==> config.mk <==
export PLATFORM = sky130hd
export DESIGN_NAME = rx_sample_timer
export DESIGN_NICKNAME = d
export VERILOG_FILES = /design/src/rtl/rx_sample_timer.sv
export SDC_FILE = /design/constraint.sdc
export NUM_CORES = 1
export LEC_CHECK = 0
export ABC_AREA = 1
export ABC_CLOCK_PERIOD_IN_PS = 2400
export BUFFER_PORTS_ARGS = -buffer_cell sky130_fd_sc_hd__clkbuf_2
export CORE_UTILIZATION = 44
export CTS_CLUSTER_DIAMETER = 60
export DETAILED_ROUTE_END_ITERATION = 10
export PLACE_DENSITY = 0.77
export SYNTH_ARGS = -nofsm -noshare
export SYNTH_HDL_FRONTEND = slang
export SYNTH_SLANG_ARGS = --single-unit
export TNS_END_PERCENT = 20
==> constraint.sdc <==
create_clock -name clk -period 2.4 [get_ports clk]
set_input_delay 0.12 -clock clk [delete_from_list [all_inputs] [get_ports clk]]
set_output_delay 0.12 -clock clk [all_outputs]
set_load 0.005 [all_outputs]
==> src/rtl/rx_sample_timer.sv <==
// rx_sample_timer
// ---------------
// Bit-timing engine for the UART receiver. While enable is high it counts
// oversampling edges (1..P) within each bit and bit periods (1..L) across a
// frame. It takes a 3-sample majority vote around the middle of every bit.
// It also flags a start bit that votes high (a glitch) and the end of the frame.
//
// Ports
//   clk          in   system clock, rising edge
//   rst          in   asynchronous active-low reset
//   enable       in   level from the RX FSM; low aborts at the next edge
//   prescale     in   oversampling edges per bit (legal >= 4), latched at start
//   frame_len    in   bit periods per frame (legal >= 2), latched at start
//   rx_in        in   synchronised serial input
//   edge_cnt     out  current edge within the bit, 0 when not running
//   bit_cnt      out  current bit within the frame, 0 when not running
//   sampled_bit  out  majority-voted value of the last sampled bit
//   sample_valid out  one-cycle pulse, sampled_bit was just updated
//   start_glitch out  one-cycle pulse, start bit voted 1 (frame abandoned)
//   frame_done   out  one-cycle pulse, last edge of last bit was reached
//   cfg_err      out  level, latched configuration was illegal
//   dbg_state_o  out  FSM state for observation (0 IDLE, 1 RUN, 2 HOLD)
//
// Protocol: there is no valid/ready handshake. enable is a level. The three
// pulse outputs are registered and last exactly one cycle. The pulses have no
// back-pressure, so the consumer must take them in the cycle they are high.
// When enable falls, it overrides any pulse due on that same edge.

module rx_sample_timer #(
    parameter int PRESCALE_W = 6,
    parameter int BIT_CNT_W  = 4
) (
    input  logic                  clk,
    input  logic                  rst,
    input  logic                  enable,
    input  logic [PRESCALE_W-1:0] prescale,
    input  logic [BIT_CNT_W-1:0]  frame_len,
    input  logic                  rx_in,
    output logic [PRESCALE_W-1:0] edge_cnt,
    output logic [BIT_CNT_W-1:0]  bit_cnt,
    output logic                  sampled_bit,
    output logic                  sample_valid,
    output logic                  start_glitch,
    output logic                  frame_done,
    output logic                  cfg_err,
    output logic [1:0]            dbg_state_o
);

    typedef enum logic [1:0] {
        ST_IDLE = 2'd0,
        ST_RUN  = 2'd1,
        ST_HOLD = 2'd2
    } state_t;

    state_t                state_q, state_d;
    logic [PRESCALE_W-1:0] p_q, p_d;
    logic [BIT_CNT_W-1:0]  l_q, l_d;
    logic [PRESCALE_W-1:0] edge_q, edge_d;
    logic [BIT_CNT_W-1:0]  bit_q, bit_d;
    logic                  s0_q, s0_d;
    logic                  s1_q, s1_d;
    logic                  sampled_q, sampled_d;
    logic                  sv_q, sv_d;
    logic                  sg_q, sg_d;
    logic                  fd_q, fd_d;
    logic                  cfg_q, cfg_d;

    logic [PRESCALE_W-1:0] mid;
    logic                  vote;
    logic                  cfg_ok;
    logic                  at_vote;

    // Mid-point of the bit, taken from the latched prescale.
    assign mid     = p_q >> 1;
    // s0 was taken at mid-1 and s1 at mid. The third sample is the live rx_in at mid+1.
    assign vote    = (s0_q & s1_q) | (s0_q & rx_in) | (s1_q & rx_in);
    assign at_vote = (edge_q == mid + PRESCALE_W'(1));
    assign cfg_ok  = (prescale >= PRESCALE_W'(4)) && (frame_len >= BIT_CNT_W'(2));

    always_comb begin
        state_d   = state_q;
        p_d       = p_q;
        l_d       = l_q;
        edge_d    = edge_q;
        bit_d     = bit_q;
        s0_d      = s0_q;
        s1_d      = s1_q;
        sampled_d = sampled_q;
        sv_d      = 1'b0;
        sg_d      = 1'b0;
        fd_d      = 1'b0;
        cfg_d     = cfg_q;

        if (!enable) begin
            // Abort takes priority over everything, including due pulses.
            state_d = ST_IDLE;
            edge_d  = '0;
            bit_d   = '0;
            cfg_d   = 1'b0;
        end else begin
            case (state_q)
                ST_IDLE: begin
                    edge_d = '0;
                    bit_d  = '0;
                    if (cfg_ok) begin
                        p_d     = prescale;
                        l_d     = frame_len;
                        edge_d  = PRESCALE_W'(1);
                        bit_d   = BIT_CNT_W'(1);
                        state_d = ST_RUN;
                    end else begin
                        cfg_d   = 1'b1;
                        state_d = ST_HOLD;
                    end
                end

                ST_RUN: begin
                    if (edge_q == mid - PRESCALE_W'(1)) s0_d = rx_in;
                    if (edge_q == mid)                  s1_d = rx_in;
                    if (at_vote) begin
                        sampled_d = vote;
                        sv_d      = 1'b1;
                    end

                    // A start bit that votes high is a glitch and ends the frame.
                    // Because P >= 4, mid+1 is always below P, so this case
                    // never coincides with the end-of-bit branch.
                    if (at_vote && (bit_q == BIT_CNT_W'(1)) && vote) begin
                        sg_d    = 1'b1;
                        edge_d  = '0;
                        bit_d   = '0;
                        state_d = ST_HOLD;
                    end else if (edge_q != p_q) begin
                        edge_d = edge_q + PRESCALE_W'(1);
                    end else if (bit_q != l_q) begin
                        edge_d = PRESCALE_W'(1);
                        bit_d  = bit_q + BIT_CNT_W'(1);
                    end else begin
                        fd_d    = 1'b1;
                        edge_d  = '0;
                        bit_d   = '0;
                        state_d = ST_HOLD;
                    end
                end

                ST_HOLD: begin
                    edge_d = '0;
                    bit_d  = '0;
                end

                default: begin
                    state_d = ST_IDLE;
                    edge_d  = '0;
                    bit_d   = '0;
                end
            endcase
        end
    end

    always_ff @(posedge clk or negedge rst) begin
        if (!rst) begin
            state_q   <= ST_IDLE;
            p_q       <= '0;
            l_q       <= '0;
            edge_q    <= '0;
            bit_q     <= '0;
            s0_q      <= 1'b1;
            s1_q      <= 1'b1;
            sampled_q <= 1'b1;
            sv_q      <= 1'b0;
            sg_q      <= 1'b0;
            fd_q      <= 1'b0;
            cfg_q     <= 1'b0;
        end else begin
            state_q   <= state_d;
            p_q       <= p_d;
            l_q       <= l_d;
            edge_q    <= edge_d;
            bit_q     <= bit_d;
            s0_q      <= s0_d;
            s1_q      <= s1_d;
            sampled_q <= sampled_d;
            sv_q      <= sv_d;
            sg_q      <= sg_d;
            fd_q      <= fd_d;
            cfg_q     <= cfg_d;
        end
    end

    assign edge_cnt     = edge_q;
    assign bit_cnt      = bit_q;
    assign sampled_bit  = sampled_q;
    assign sample_valid = sv_q;
    assign start_glitch = sg_q;
    assign frame_done   = fd_q;
    assign cfg_err      = cfg_q;
    assign dbg_state_o  = state_q;

endmodule

==> flow_summary_export.csv, run 1 <==
group,metric,value,unit
run_status,status,"completed",
floorplan,die_w,67.3,um
global_route,use_met3,0.0456,
global_route,antenna_found_initial,0,
layout,stdcell_area,2200,sq um
cts,cts_buffer_depth,2,
route,drt_iter0_drc,105,
placed_design,place_area,2070,sq um
global_route,grt_max_degree,30,
layout,seq_area,729,sq um
route,drc_errors,0,
global_route,grt_usage,0.202,
worst_setup_path,critPathArrivalTime,1.94,ns
global_route,grt_pass1_vias,1517,
sta,slew_headroom,0.520,
route,drt_wl_total,3900,um
power,p_per_area,1120,nW/um^2
global_route,use_met1,0.262,
sta,period_share,0.741,
floorplan,initial_core_util,0.462,
sta,hold_viol,0,
cts,htreeDepth,2,
sta,finalSetupViolations,0,
sta,rsz0062_at_grt,"false",
global_route,grt_pass1_wl,6780,um
synth,synth_area,1880,sq um
sta,tightest_slew,0.720,ns
synth,synth.top_cell.area_share,0.347,
layout,antenna_cells,0,
synth,yosys_warnings,0,
layout,fill_cells,395,
route,post_drt_wl_per_cell,11.7,um
flow_run,cap_violations,0,
synth,synth.distinct_cells,30,
cts,postCtsSetupBuffers,0,
floorplan,die_h,67.3,um
sta,drv_slew,0,
sta,whs,0.0831,ns
layout,synthToLayoutAreaGrowth,17.1,%
cts,cts_root_buf,"clkbuf_8",
layout,multi_input_area,997,sq um
global_route,overflow,0,
placed_design,hpwl,3090,um
placed_design,place_congestion,0.939,
route,ant_nets,0,
synth,ys_seq_elements,29,
synth,synth_top_cell_by_area,"dfrtp_1",
placed_design,portBuffers,30,
worst_setup_path,criticalPathCategory,"flop to flop",
route,drt-pass1-iter-count,4,
cts,clkTransAtPathRegs,0.06,ns
sta,fmax,0.562,GHz
floorplan,ios,31,
cts,clkLatencyLatePin,0.28,ns
synth,synth_edf_count,0,
synth,syn-mean-instance-area,7.56,sq um
route,dr_total_vias,1630,
floorplan,row_count,23,
synth,ys_seq_area_frac,0.389,
layout,layout.nets,302,
cts,cts_buffers,5,
global_route,use_met2,0.329,
global_route,grt_busiest_layer,"met2",
worst_setup_path,endpoint_kind,"flop",
worst_setup_path,cp.required,2.56,ns
cts,cts_hold_buf,1,
synth,synth_top_flop_cell,"dfrtp_1",
synth,syn_nets,267,
synth,async_reset_ff_frac,1.00,
layout,finish.utilization,0.541,
floorplan,core,4060,sq um
synth,synthCells,248,
sta,finalCriticalPeriod,1.78,ns
layout,layoutNonFillerInstCount,334,
sta,skew,0.00556,ns
floorplan,die_area,4530,sq um
synth,ys_top_cells_by_area,"dfrtp_1 35%, nand2_1 14%, inv_1 5.4%",
cts,ctsResizeCount,0,
cts,cts_tree,"yes",
layout,drive_gt1_frac,0.257,
worst_setup_path,worstSetupStartpointType,"flop",
cts,clock_sinks,29,
power,peakVddDrop,501,uV
route,drt-vias-per-instance,4.88,
worst_setup_path,path_max_fanout,6,
worst_hold_path,min_path_type,"input port to flop",
power,p_leak,1.17,nW
placed_design,dp.cells,325,
sta,tns,0,ns
cells in the final DEF (no fill, tap or decap), types with 6 or more instances in the layout:
master	netlist	routed
a21oi_1	6	6
clkbuf_2	0	30
clkbuf_8	0	6
dfrtp_1	26	26
inv_1	27	27
inv_2	8	8
nand2_1	70	70
nand2_2	10	10
nand3_1	18	18
nor2_1	24	24
xor2_1	10	10
power by group:
part           internal, mW  total (mW)  leakage (nW)  switching (mW)
clock                 0.338       0.519        0.0585           0.181
combinational         0.422        1.11         0.746           0.683
sequential            0.643       0.839         0.370           0.195
total                  1.40        2.46          1.17            1.06
state kept, by name, indices dropped and copies added, names as in the netlist:
signal,flops
p_q,6
start_glitch,1
sample_valid,1
s1_q,1
bit_cnt,4
sampled_bit,1
cfg_err,1
l_q,4
dbg_state_o,2
frame_done,1
s0_q,1
edge_cnt,6
path summary, 6_finish.rpt:
check | from | slack, ns | cells past startpoint | end
min | prescale[4] | 0.08 | 3 | p_q[4]
max | p_q[2] | 0.62 | 13 | bit_cnt[0]
max in group asynchronous | rst | 1.49 | 2 | edge_cnt[4]
min in group asynchronous | rst | 0.45 | 2 | edge_cnt[1]
min reg2reg | sampled_bit | 0.49 | 2 | sampled_bit
max reg2reg | p_q[2] | 0.62 | 13 | bit_cnt[0]
area by class of cell:
type	count	area share
multi-input combinational	181	0.454
sequential	29	0.332
timing repair buffer	31	0.0729
inverter	35	0.0598
clock buffer	7	0.0393
tap	50	0.0285
clock inverter	1	0.0137
kinds of logic after synthesis:
logic type	Yosys count	share of synthesized area
simple gates	142	0.371
buf+inv	38	0.0794
flops	29	0.389
compound gates	19	0.0567
xor+xnor	14	0.0654
fa+ha+maj	5	0.0334
mux	1	0.00534
stage by stage:
step	setup slack (ns)	power (mW)
after global routing	0.433	2.69
after CTS	0.609	2.49
after floorplan	0.797	1.69
after detailed placement	0.628	1.96
final	0.622	2.46
after global placement	0.716	1.92
routing by layer:
layer	share of wire	wire length, um
met1	0.48	1860
met2	0.48	1870
met3	0.035	138
met4	0.0062	24
met5	0	0
cells in the mapped netlist, types with 2 or more instances:
cell	instances
nand2_1	70
inv_1	27
dfrtp_1	26
nor2_1	24
nand3_1	18
nand2_2	10
xor2_1	10
inv_2	8
a21oi_1	6
ha_1	5
o21ai_1	5
o21ai_0	4
xnor2_1	4
dfstp_2	3
nand3_2	3
nand4_1	3
nor2_4	3
nor3_1	3
buf_2	2
nand3_4	2
nor2_2	2
o21ai_2	2
worst max-delay path, cell delays in order (launching register included):
cell	delay, ns
dfrtp_1	0.46
inv_2	0.08
ha_1	0.30
inv_1	0.04
nand2_1	0.05
nand2_1	0.07
nor2_1	0.09
nand2_1	0.09
nor2_4	0.11
nand3_4	0.12
nand2_1	0.08
nand2_1	0.06
nand3_2	0.05
nand2_1	0.05
(Power assumes the default switching activity.)
==> run 2, diff against run 1 <==
--- a/config.mk
+++ b/config.mk
@@ -5,13 +5,13 @@
 export SDC_FILE = /design/constraint.sdc
 export NUM_CORES = 1
 export LEC_CHECK = 0
-export ABC_AREA = 1
-export ABC_CLOCK_PERIOD_IN_PS = 2400
+export ABC_AREA = 0
+export ABC_CLOCK_PERIOD_IN_PS = 1550
 export BUFFER_PORTS_ARGS = -buffer_cell sky130_fd_sc_hd__clkbuf_2
 export CORE_UTILIZATION = 44
 export CTS_CLUSTER_DIAMETER = 60
 export DETAILED_ROUTE_END_ITERATION = 10
-export PLACE_DENSITY = 0.77
+export PLACE_DENSITY = 0.8
 export SYNTH_ARGS = -nofsm -noshare
 export SYNTH_HDL_FRONTEND = slang
 export SYNTH_SLANG_ARGS = --single-unit
==> constraint.sdc (replaced) <==
create_clock -name clk -period 1.55 [get_ports clk]
set_input_delay 0.0775 -clock clk [delete_from_list [all_inputs] [get_ports clk]]
set_output_delay 0.0775 -clock clk [all_outputs]
set_load 0.005 [all_outputs]
==> flow_summary_export.csv, run 2 <==
group,metric,value,unit
cts,cts_buffers,5,
worst_setup_path,endpoint_kind,"flop",
cts,cts_root_buf,"clkbuf_8",
sta,fmax,0.517,GHz
synth,synth_area,1730,sq um
floorplan,row_count,22,
synth,syn_nets,183,
layout,drive_gt1_frac,0.533,
sta,drv_slew,0,
worst_setup_path,reg2reg_depth,8,
worst_setup_path,cpPeakStageDelay,0.39,ns
sta,hold_viol,0,
synth,synthCells,164,
placed_design,dp.cells,271,
synth,synth.top_cell.area_share,0.376,
floorplan,die_w,64.7,um
sta,slew_headroom,0.516,
route,drt_iter0_drc,35,
layout,stdcell_area,2510,sq um
layout,layout_commonest_cell,"buf_4",
sta,whs,0.0285,ns
global_route,grt_pass1_vias,1677,
synth,yosys-top-cells-count,"26 x dfrtp_1, 14 x xnor2_1, 11 x mux2_2",
worst_setup_path,r2r-end,"dbg_state_o[1]",
placed_design,portBuffers,30,
global_route,overflow,0,
route,drt_wl_total,4480,um
synth,synth_edf_count,0,
route,dr_total_vias,1527,
cts,cts_tree,"yes",
synth,async_reset_ff_frac,1.00,
floorplan,die_h,64.7,um
layout,multi_input_area,1080,sq um
global_route,grt_pass1_wl,7760,um
worst_hold_path,worstHoldStart,"frame_len[0]",
floorplan,die_area,4180,sq um
worst_setup_path,reg2reg_setup_slack,-0.38,ns
global_route,grt_max_degree,30,
placed_design,place_area,2220,sq um
layout,synthToLayoutAreaGrowth,45.2,%
route,drt-pass1-iter-count,4,
placed_design,place_congestion,0.850,
layout,layout.nets,258,
synth,ys_top_cells_by_area,"dfrtp_1 38%, mux2_2 7.2%, xnor2_1 7.1%",
sta,tightest_slew,0.726,ns
worst_hold_path,hold_end,"l_q[0]",
placed_design,hpwl,3200,um
run_status,status,"finished, violations left",
layout,layout_common_cells,"41 x buf_4, 30 x clkbuf_2, 23 x dfrtp_1",
synth,yosysMostFrequentCell,"dfrtp_1",
synth,synth_top_flop_cell,"dfrtp_1",
global_route,grt_usage,0.253,
route,ant_nets,0,
synth,ys_seq_elements,29,
worst_setup_path,cp_common_cell,"buf_6",
worst_setup_path,r2r_start,"p_q[2]",
layout,finish.utilization,0.676,
sta,rsz0062_at_grt,"true",
route,post_drt_wl_per_cell,15.6,um
floorplan,initial_core_util,0.465,
worst_setup_path,worstSetupStartpointType,"flop",
floorplan,ios,31,
worst_hold_path,min_path_type,"input port to flop",
layout,layoutNonFillerInstCount,288,
run_status,violations,"negative setup slack",
worst_setup_path,cp.required,1.76,ns
cts,clkLatencyLatePin,0.28,ns
route,drt-vias-per-instance,5.30,
sta,finalCriticalPeriod,1.93,ns
layout,antenna_cells,0,
sta,skew,0.00398,ns
cts,htreeDepth,2,
cts,clkTransAtPathRegs,0.06,ns
synth,synth_top_cell_by_area,"dfrtp_1",
power,peakVddDrop,1200,uV
synth,synth.distinct_cells,45,
sta,finalSetupViolations,18,
route,drc_errors,0,
sta,period_share,1.25,
flow_run,cap_violations,0,
worst_setup_path,cp_cell_sequence,"buf_6, inv_4, ha_4, xnor2_2, nand4_1, nor4b_4, buf_6, o31a_1",
worst_setup_path,criticalPathCategory,"flop to flop",
synth,syn-mean-instance-area,10.5,sq um
worst_setup_path,path_max_fanout,6,
power,p_per_area,1650,nW/um^2
sta,tns,-5.43,ns
worst_setup_path,cp_slowest_cell,"dfrtp_1",
layout,seq_area,733,sq um
floorplan,core,3720,sq um
worst_hold_path,min_delay_path_depth,2,
cts,cts_buffer_depth,2,
layout,fill_cells,301,
sta,setup_ws,-0.383,ns
synth,ys_seq_area_frac,0.422,
cts,clock_sinks,29,
power,p_leak,1.13,nW
global_route,antenna_found_initial,0,
synth,yosys_warnings,0,
worst_setup_path,critPathArrivalTime,2.15,ns
==> run 2: changes by cell type in the layout (fill, tap and decap cells not counted), sizes merged, moves of 8 or more <==
cell	delta
nand2	-70
buf	+46
inv	-32
nor2	-20
nand3	-14
mux2	+11
xnor2	+11
nor4	+8
==> run 2: critical path: cells and delay by family, from the launching register on <==
| kind | cells | cell delay [ns] |
|---|---|---|
| and+or+nand+nor | 2 | 0.57 |
| DFF | 1 | 0.39 |
| buffers and inverters | 3 | 0.39 |
| adders and majority gates | 1 | 0.20 |
| xor gates and xnor gates | 1 | 0.18 |
| AOI/OAI and AO/OA | 1 | 0.14 |
==> run 2: cell type report <==
type / count / area share
Multi-Input combinational cell: 123 / 0.428
Timing Repair Buffer: 77 / 0.209
Inverter: 3 / 0.00648
Tap cell: 48 / 0.0239
Clock inverter: 1 / 0.00199
Clock buffer: 7 / 0.0384
Sequential cell: 29 / 0.292
==> run 2: cell families after synthesis <==
logic type | share of synthesized area
XOR/XNOR | 0.131
buffers and inverters | 0.0470
adder cells (fa/ha/maj) | 0.0420
AND/OR/NAND/NOR | 0.213
AO/OA/AOI/OAI | 0.0615
multiplexers | 0.0832
flip-flops | 0.422
==> run 2: power by group <==
part | leakage (nW) | internal (mW) | switching (mW) | total, mW
Clock | 0.0542 | 0.400 | 0.281 | 0.682
Sequential | 0.364 | 0.977 | 0.200 | 1.18
Combinational | 0.708 | 1.27 | 1.02 | 2.29
Total | 1.13 | 2.64 | 1.50 | 4.14
==> run 2: stage by stage <==
stage | worst slack, ns | total power [mW]
finish | -0.383 | 4.14
global route | -0.473 | 4.41
CTS | -0.374 | 4.02
detailed placement | -0.493 | 3.08
global placement | -0.424 | 3.01
floorplan | -0.333 | 2.38
==> run 2: what timing repair did <==
action / in CTS / in global routing
gates cloned: 1 / 0
endpoints found under the hold margin: 26 / 0
hold buffers: 1 / 0
buffers inserted: 6 / 1
setup endpoints to repair: 18 / 18
resized for setup: 20 / 5
pin swaps: 11 / 4
==> run 2: worst max path at each step <==
stage,to,from,cells after the start
floorplan,bit_cnt[2],edge_cnt[3],6
global placement,edge_cnt[0],p_q[1],7
detailed placement,edge_cnt[0],p_q[1],7
CTS,sampled_bit,p_q[2],7
global route,dbg_state_o[1],p_q[1],8
finish,dbg_state_o[1],p_q[2],8
==> run 2: layer usage <==
metal,vias to the layer above,wire length (um),part of all wire,track usage
met5,-,0,0,0
met4,0,126,0.028,0.133
met3,14,136,0.030,0.0599
met2,30,2350,0.52,0.457
met1,751,1870,0.42,0.272
li1,732,-,-,-
